`config.mk`:
```
export PLATFORM = sky130hd
export DESIGN_NAME = alu_execute_stage
export DESIGN_NICKNAME = d
export VERILOG_FILES = /design/src/rtl/alu_execute_stage.sv
export SDC_FILE = /design/constraint.sdc
export NUM_CORES = 1
export LEC_CHECK = 0
export ABC_AREA = 0
export CAP_MARGIN = 10
export CORE_UTILIZATION = 45
export CTS_BUF_LIST = sky130_fd_sc_hd__clkbuf_4 sky130_fd_sc_hd__clkbuf_8
export CTS_CLUSTER_SIZE = 12
export DETAILED_ROUTE_END_ITERATION = 16
export PLACE_DENSITY_LB_ADDON = 0.1
export SETUP_SLACK_MARGIN = 0.2
export SKIP_CTS_REPAIR_TIMING = 1
export SYNTH_ARGS = -nofsm -noshare
export SYNTH_HDL_FRONTEND = slang
export SYNTH_SLANG_ARGS = --single-unit
```
`constraint.sdc`:
```
create_clock -name clk -period 12.7 [get_ports clk]
set_clock_uncertainty 0.2 [all_clocks]
set_input_delay 2.54 -clock clk [delete_from_list [all_inputs] [get_ports clk]]
set_output_delay 2.54 -clock clk [all_outputs]
set_load 0.005 [all_outputs]
```
`src/rtl/alu_execute_stage.sv`:
```
`default_nettype none
// ============================================================================
// Module      : alu_execute_stage
// Description : Single-entry registered ALU execute stage with valid/ready
//               handshake on both sides, flush, and an architectural NZCV
//               flags register updated by flag-setting add/subtract ops.
// Ports       : clk, reset      - clock, synchronous active-high reset
//               in_valid/ready  - upstream handshake
//               alu_cntrl       - opcode (000 pass B, 010 add, 011 sub,
//                                 100 and, 101 or, 110 xor, others illegal)
//               set_flags       - op commits NZCV when accepted
//               op_a, op_b      - operands
//               flush           - drop held result and any offered op
//               out_valid/ready - downstream handshake
//               result, out_zero, out_illegal - registered result
//               flags           - architectural {N,Z,C,V}
// Revision    : 1.0 - initial release
// ============================================================================
module alu_execute_stage #(
  parameter int WIDTH = 64
) (
  input  logic             clk,
  input  logic             reset,
  input  logic             in_valid,
  output logic             in_ready,
  input  logic [2:0]       alu_cntrl,
  input  logic             set_flags,
  input  logic [WIDTH-1:0] op_a,
  input  logic [WIDTH-1:0] op_b,
  input  logic             flush,
  output logic             out_valid,
  input  logic             out_ready,
  output logic [WIDTH-1:0] result,
  output logic             out_zero,
  output logic             out_illegal,
  output logic [3:0]       flags
);

  localparam logic [2:0] c_OP_PASS = 3'b000;
  localparam logic [2:0] c_OP_ADD  = 3'b010;
  localparam logic [2:0] c_OP_SUB  = 3'b011;
  localparam logic [2:0] c_OP_AND  = 3'b100;
  localparam logic [2:0] c_OP_OR   = 3'b101;
  localparam logic [2:0] c_OP_XOR  = 3'b110;

  logic             r_valid;
  logic [WIDTH-1:0] r_result;
  logic             r_zero;
  logic             r_illegal;
  logic [3:0]       r_flags;

  logic [WIDTH:0]   w_sum_add;
  logic [WIDTH:0]   w_sum_sub;
  logic [WIDTH-1:0] w_result;
  logic             w_illegal;
  logic             w_carry;
  logic             w_ovf;
  logic             w_accept;

  // Subtraction as a + ~b + 1: the carry-out is exactly "no borrow".
  assign w_sum_add = {1'b0, op_a} + {1'b0, op_b};
  assign w_sum_sub = {1'b0, op_a} + {1'b0, ~op_b} + {{WIDTH{1'b0}}, 1'b1};

  always_comb begin
    w_result  = '0;
    w_illegal = 1'b0;
    w_carry   = 1'b0;
    w_ovf     = 1'b0;
    case (alu_cntrl)
      c_OP_PASS: w_result = op_b;
      c_OP_ADD: begin
        w_result = w_sum_add[WIDTH-1:0];
        w_carry  = w_sum_add[WIDTH];
        w_ovf    = (op_a[WIDTH-1] == op_b[WIDTH-1]) &&
                   (w_sum_add[WIDTH-1] != op_a[WIDTH-1]);
      end
      c_OP_SUB: begin
        w_result = w_sum_sub[WIDTH-1:0];
        w_carry  = w_sum_sub[WIDTH];
        w_ovf    = (op_a[WIDTH-1] != op_b[WIDTH-1]) &&
                   (w_sum_sub[WIDTH-1] != op_a[WIDTH-1]);
      end
      c_OP_AND: w_result = op_a & op_b;
      c_OP_OR:  w_result = op_a | op_b;
      c_OP_XOR: w_result = op_a ^ op_b;
      default:  w_illegal = 1'b1;
    endcase
  end

  // Single-entry buffer: can take a new op whenever the held one leaves.
  assign in_ready = !r_valid || out_ready;
  assign w_accept = in_valid && in_ready && !flush;

  always_ff @(posedge clk) begin
    if (reset) begin
      r_valid   <= 1'b0;
      r_result  <= '0;
      r_zero    <= 1'b0;
      r_illegal <= 1'b0;
      r_flags   <= 4'b0000;
    end else begin
      if (flush) begin
        r_valid <= 1'b0;
      end else if (w_accept) begin
        r_valid <= 1'b1;
      end else if (out_ready) begin
        r_valid <= 1'b0;
      end

      if (w_accept) begin
        r_result  <= w_result;
        r_zero    <= (w_result == '0);
        r_illegal <= w_illegal;
        if (set_flags && !w_illegal) begin
          r_flags <= {w_result[WIDTH-1], (w_result == '0), w_carry, w_ovf};
        end
      end
    end
  end

  assign out_valid   = r_valid;
  assign result      = r_result;
  assign out_zero    = r_zero;
  assign out_illegal = r_illegal;
  assign flags       = r_flags;

endmodule
`default_nettype wire

```
==> impl_results.md <==
* Worst-skew pair later-pin latency at approximately 0.35 ns
* CP max FO at 12
* H-tree depth at 3
* GRT Overall Usage at 0.419
* Max incr delay on CP at 1.00 ns
* Worst Tran Pin Value at between 1 and 1.5 ns
* Initial antenna violation count at 0
* Drt initial violations at ~3000
* Cell variety after synth at 109
* Sequential area share after synthesis at 0.0848
* Crit path capture: out_zero$_SDFFE_PP0P_
* P_leak at 7.68 nW
* Share of post-route cells with drive strength above 1 at 0.0554
* Synth Warn # at 0
* Starting Density at 0.458
* DP HPWL at roughly 65000 um
* Maximum buffer depth of the clock tree at 2
* DRC Markers at 0
* Syn_nets at between 2000 and 3000
* Synthesis-to-layout area growth at 14.5%
* Post-synth ARST share at 0
* Power per cell area at 68.4 nW/um^2
* Die area at 38000 um^2
* TritonRoute pass-1 iters at 5
* Pre-CTS setup slack at approximately 4.4 ns
* Yosys reg bits at 71
* I/O pin total at between 200 and 250
* VDD IR-drop max at around 0.041 mV
* Reg clk slew, reported paths at approximately 0.070 ns
* Non-filler cells, final at 3031
* Unrepaired setup endpoints after global routing: no
* Number of flops mapped to enable cells by yosys at 0
* Status: completed
* Worst R2R Setup Slack at ~10 ns
* Post-DR wirelength/cell at 27.4 um
* Die width at approximately 200 um
* Height of the die at roughly 200 um
* Via total after detailed routing at between 20000 and 25000
* Hold Startpoint: result[6]$_SDFFE_PP0P_
* Hold slack at 0.259 ns
* CP Cell Sequence: clkdlybuf4s50_1 > inv_1 > ha_1 > inv_1 > a21oi_1 > o31ai_1 > a221oi_1 > a21oi_1 > o21a_1 > a211oi_1 > o2111ai_1 > nor4_1 > nand4_1 > or4_1 > o21ai_1
* CTS root buffer: clkbuf_8
* FF-to-FF path depth at 7
* Most used flip-flop cell after synthesis: dfxtp_1
* Slew Viols, Final at 0
* GRT overflow at 0
* Core Rows at 70
* Clock sinks at 71
* Worst setup SP type: primary input
* Vias per cell at 7.02
* Netlist area before placement at roughly 17000 um^2
* Endpoint class of the critical path: flop
* Synth area leader: ha_1
* Setup violations, final at 0
* # port buffers at between 200 and 250
* Final GP Congestion at 1.05
* Fin Setup TNS at 0 ns
* Post-synth top area share at 0.156
* # Max-Cap Violations at 0
* Worst Setup SP: op_a[14]
* Nets at 2907
* Top cells by area, synth: ha_1 16%, dfxtp_1 8.5%, a21oi_1 7.6%, nor2_1 5.1%, nand2_1 4.4%
* Total Routed Length at between 80000 and 90000 um
* Worst path slowest cell: a221oi_1
* Average size of a mapped cell at approximately 6.8 um^2
* Placed Cells at ~3000
* Reg-to-reg endpoint: result[20]$_SDFFE_PP0P_
* PnR worst setup slack at about 4.5 ns
* Num CTS Buffers at 9
* RR Startpoint: out_valid$_SDFFE_PP0P_
* Worst path required time at between 10 and 15 ns
* Antenna-violating nets left at 0
* Hold Path Class: flop to flop
* WS Path Type: primary input to flop
* Fin crit share at 0.646
* TritonCTS clock tree: built
* Largest net degree at the start of global routing at 66
* Hold Vio Cnt, Final at 0
* First-pass GRT wire length at approximately 120000 um
* Number of global-route vias before repair at around 19000
* # diodes at 0
* Slew HR at 0.112
* Core ar. at 36600 um^2
* Minimum clock period at ~8.2 ns
* Post-Synthesis Cells at between 2000 and 2500
* FMAX at approximately 120 MHz
* Critical Path AT at between 8 and 9 ns
## cells in the mapped netlist (58+ instances only)
library cell and instances:
nor2_1 230, nor3_1 66, nand2_1 197, inv_1 196
ha_1 209, a21oi_1 255, mux2i_1 62, a211oi_1 58
nand3_1 62, dfxtp_1 71, o21ai_0 112, clkbuf_1 79
## cell type report
cell class,instances,area (um^2)
clock buffer,12,159
clock inverter,3,42.5
fill,3642,17400
inverter,200,751
multi-input combinational,2033,13900
sequential,71,1420
tap,468,586
timing repair buffer,244,2340
## layer usage
layer | global-route usage | vias up | share of wire
li1 | - | 9403 | -
met1 | 0.596 | 10100 | 0.42
met2 | 0.614 | 1517 | 0.41
met3 | 0.0888 | 243 | 0.13
met4 | 0.157 | 0 | 0.043
met5 | 0 | - | 0
## layout by cell type (no fill, tap or decap), types with 13 or more instances in the layout
cell type	instances
a21oi_1	255
nor2_1	226
ha_1	209
clkdlybuf4s50_1	204
inv_1	196
nand2_1	195
o21ai_0	112
dfxtp_1	71
nor3_1	66
mux2i_1	62
nand3_1	62
a211oi_1	58
nor4_1	56
o31ai_1	51
nand4_1	51
o211ai_1	49
o22ai_1	48
a31oi_1	41
buf_4	38
o21a_1	27
and3_1	25
nor2b_1	22
and2_1	21
a21o_1	19
a221oi_1	18
o21bai_1	17
nand2b_1	16
xnor2_1	16
o21ai_1	14
o2111ai_1	13
o221ai_1	13
or3_1	13
## worst max-delay path: cells and delay by family
| kind | cells | cell delay [ns] |
|---|---|---|
| AO/OA/AOI/OAI | 8 | 3.30 |
| AND/OR/NAND/NOR | 3 | 1.01 |
| buffers and inverters | 3 | 0.87 |
| adder cells (fa/ha/maj) | 1 | 0.58 |
## report_power, final
part	total (mW)	switching, mW	leakage [nW]	internal (mW)
registers	0.247	0.00978	0.583	0.238
logic	0.882	0.592	6.99	0.290
clock network	0.184	0.0820	0.102	0.102
total	1.31	0.684	7.68	0.629
## registers in the layout, indices dropped and copies added, names as in the netlist
register,cells
flags,4
out_illegal,1
out_valid,1
out_zero,1
result,64
## cells by family after synthesis
| kind of cell | count (synthesis) | synth area share |
|---|---|---|
| simple gates | 830 | 0.249 |
| compound gates | 909 | 0.372 |
| flops | 71 | 0.0848 |
| fa+ha+maj | 211 | 0.158 |
| mux | 63 | 0.0377 |
| xor+xnor | 20 | 0.0104 |
| buf+inv | 359 | 0.0878 |
## per-stage QoR
step           utilization  power, mW  cell area (um^2)
2_1_floorplan            -      0.767             16800
3_3_place_gp         0.519       1.08             19000
5_1_grt              0.525       1.37             19200
4_1_cts              0.525       1.27             19200
6_report             0.525       1.31             19200
3_5_place_dp         0.519       1.09             19000
## worst min-delay path by stage
stage	endpoint	depth (start not counted)
after floorplan	result[26]$_SDFFE_PP0P_	2
after global placement	flags[0]$_SDFFE_PP0P_	2
after detailed placement	result[53]$_SDFFE_PP0P_	2
after CTS	result[53]$_SDFFE_PP0P_	2
after global routing	result[12]$_SDFFE_PP0P_	2
final	result[6]$_SDFFE_PP0P_	2
Power figures use the tool's default switching activity.
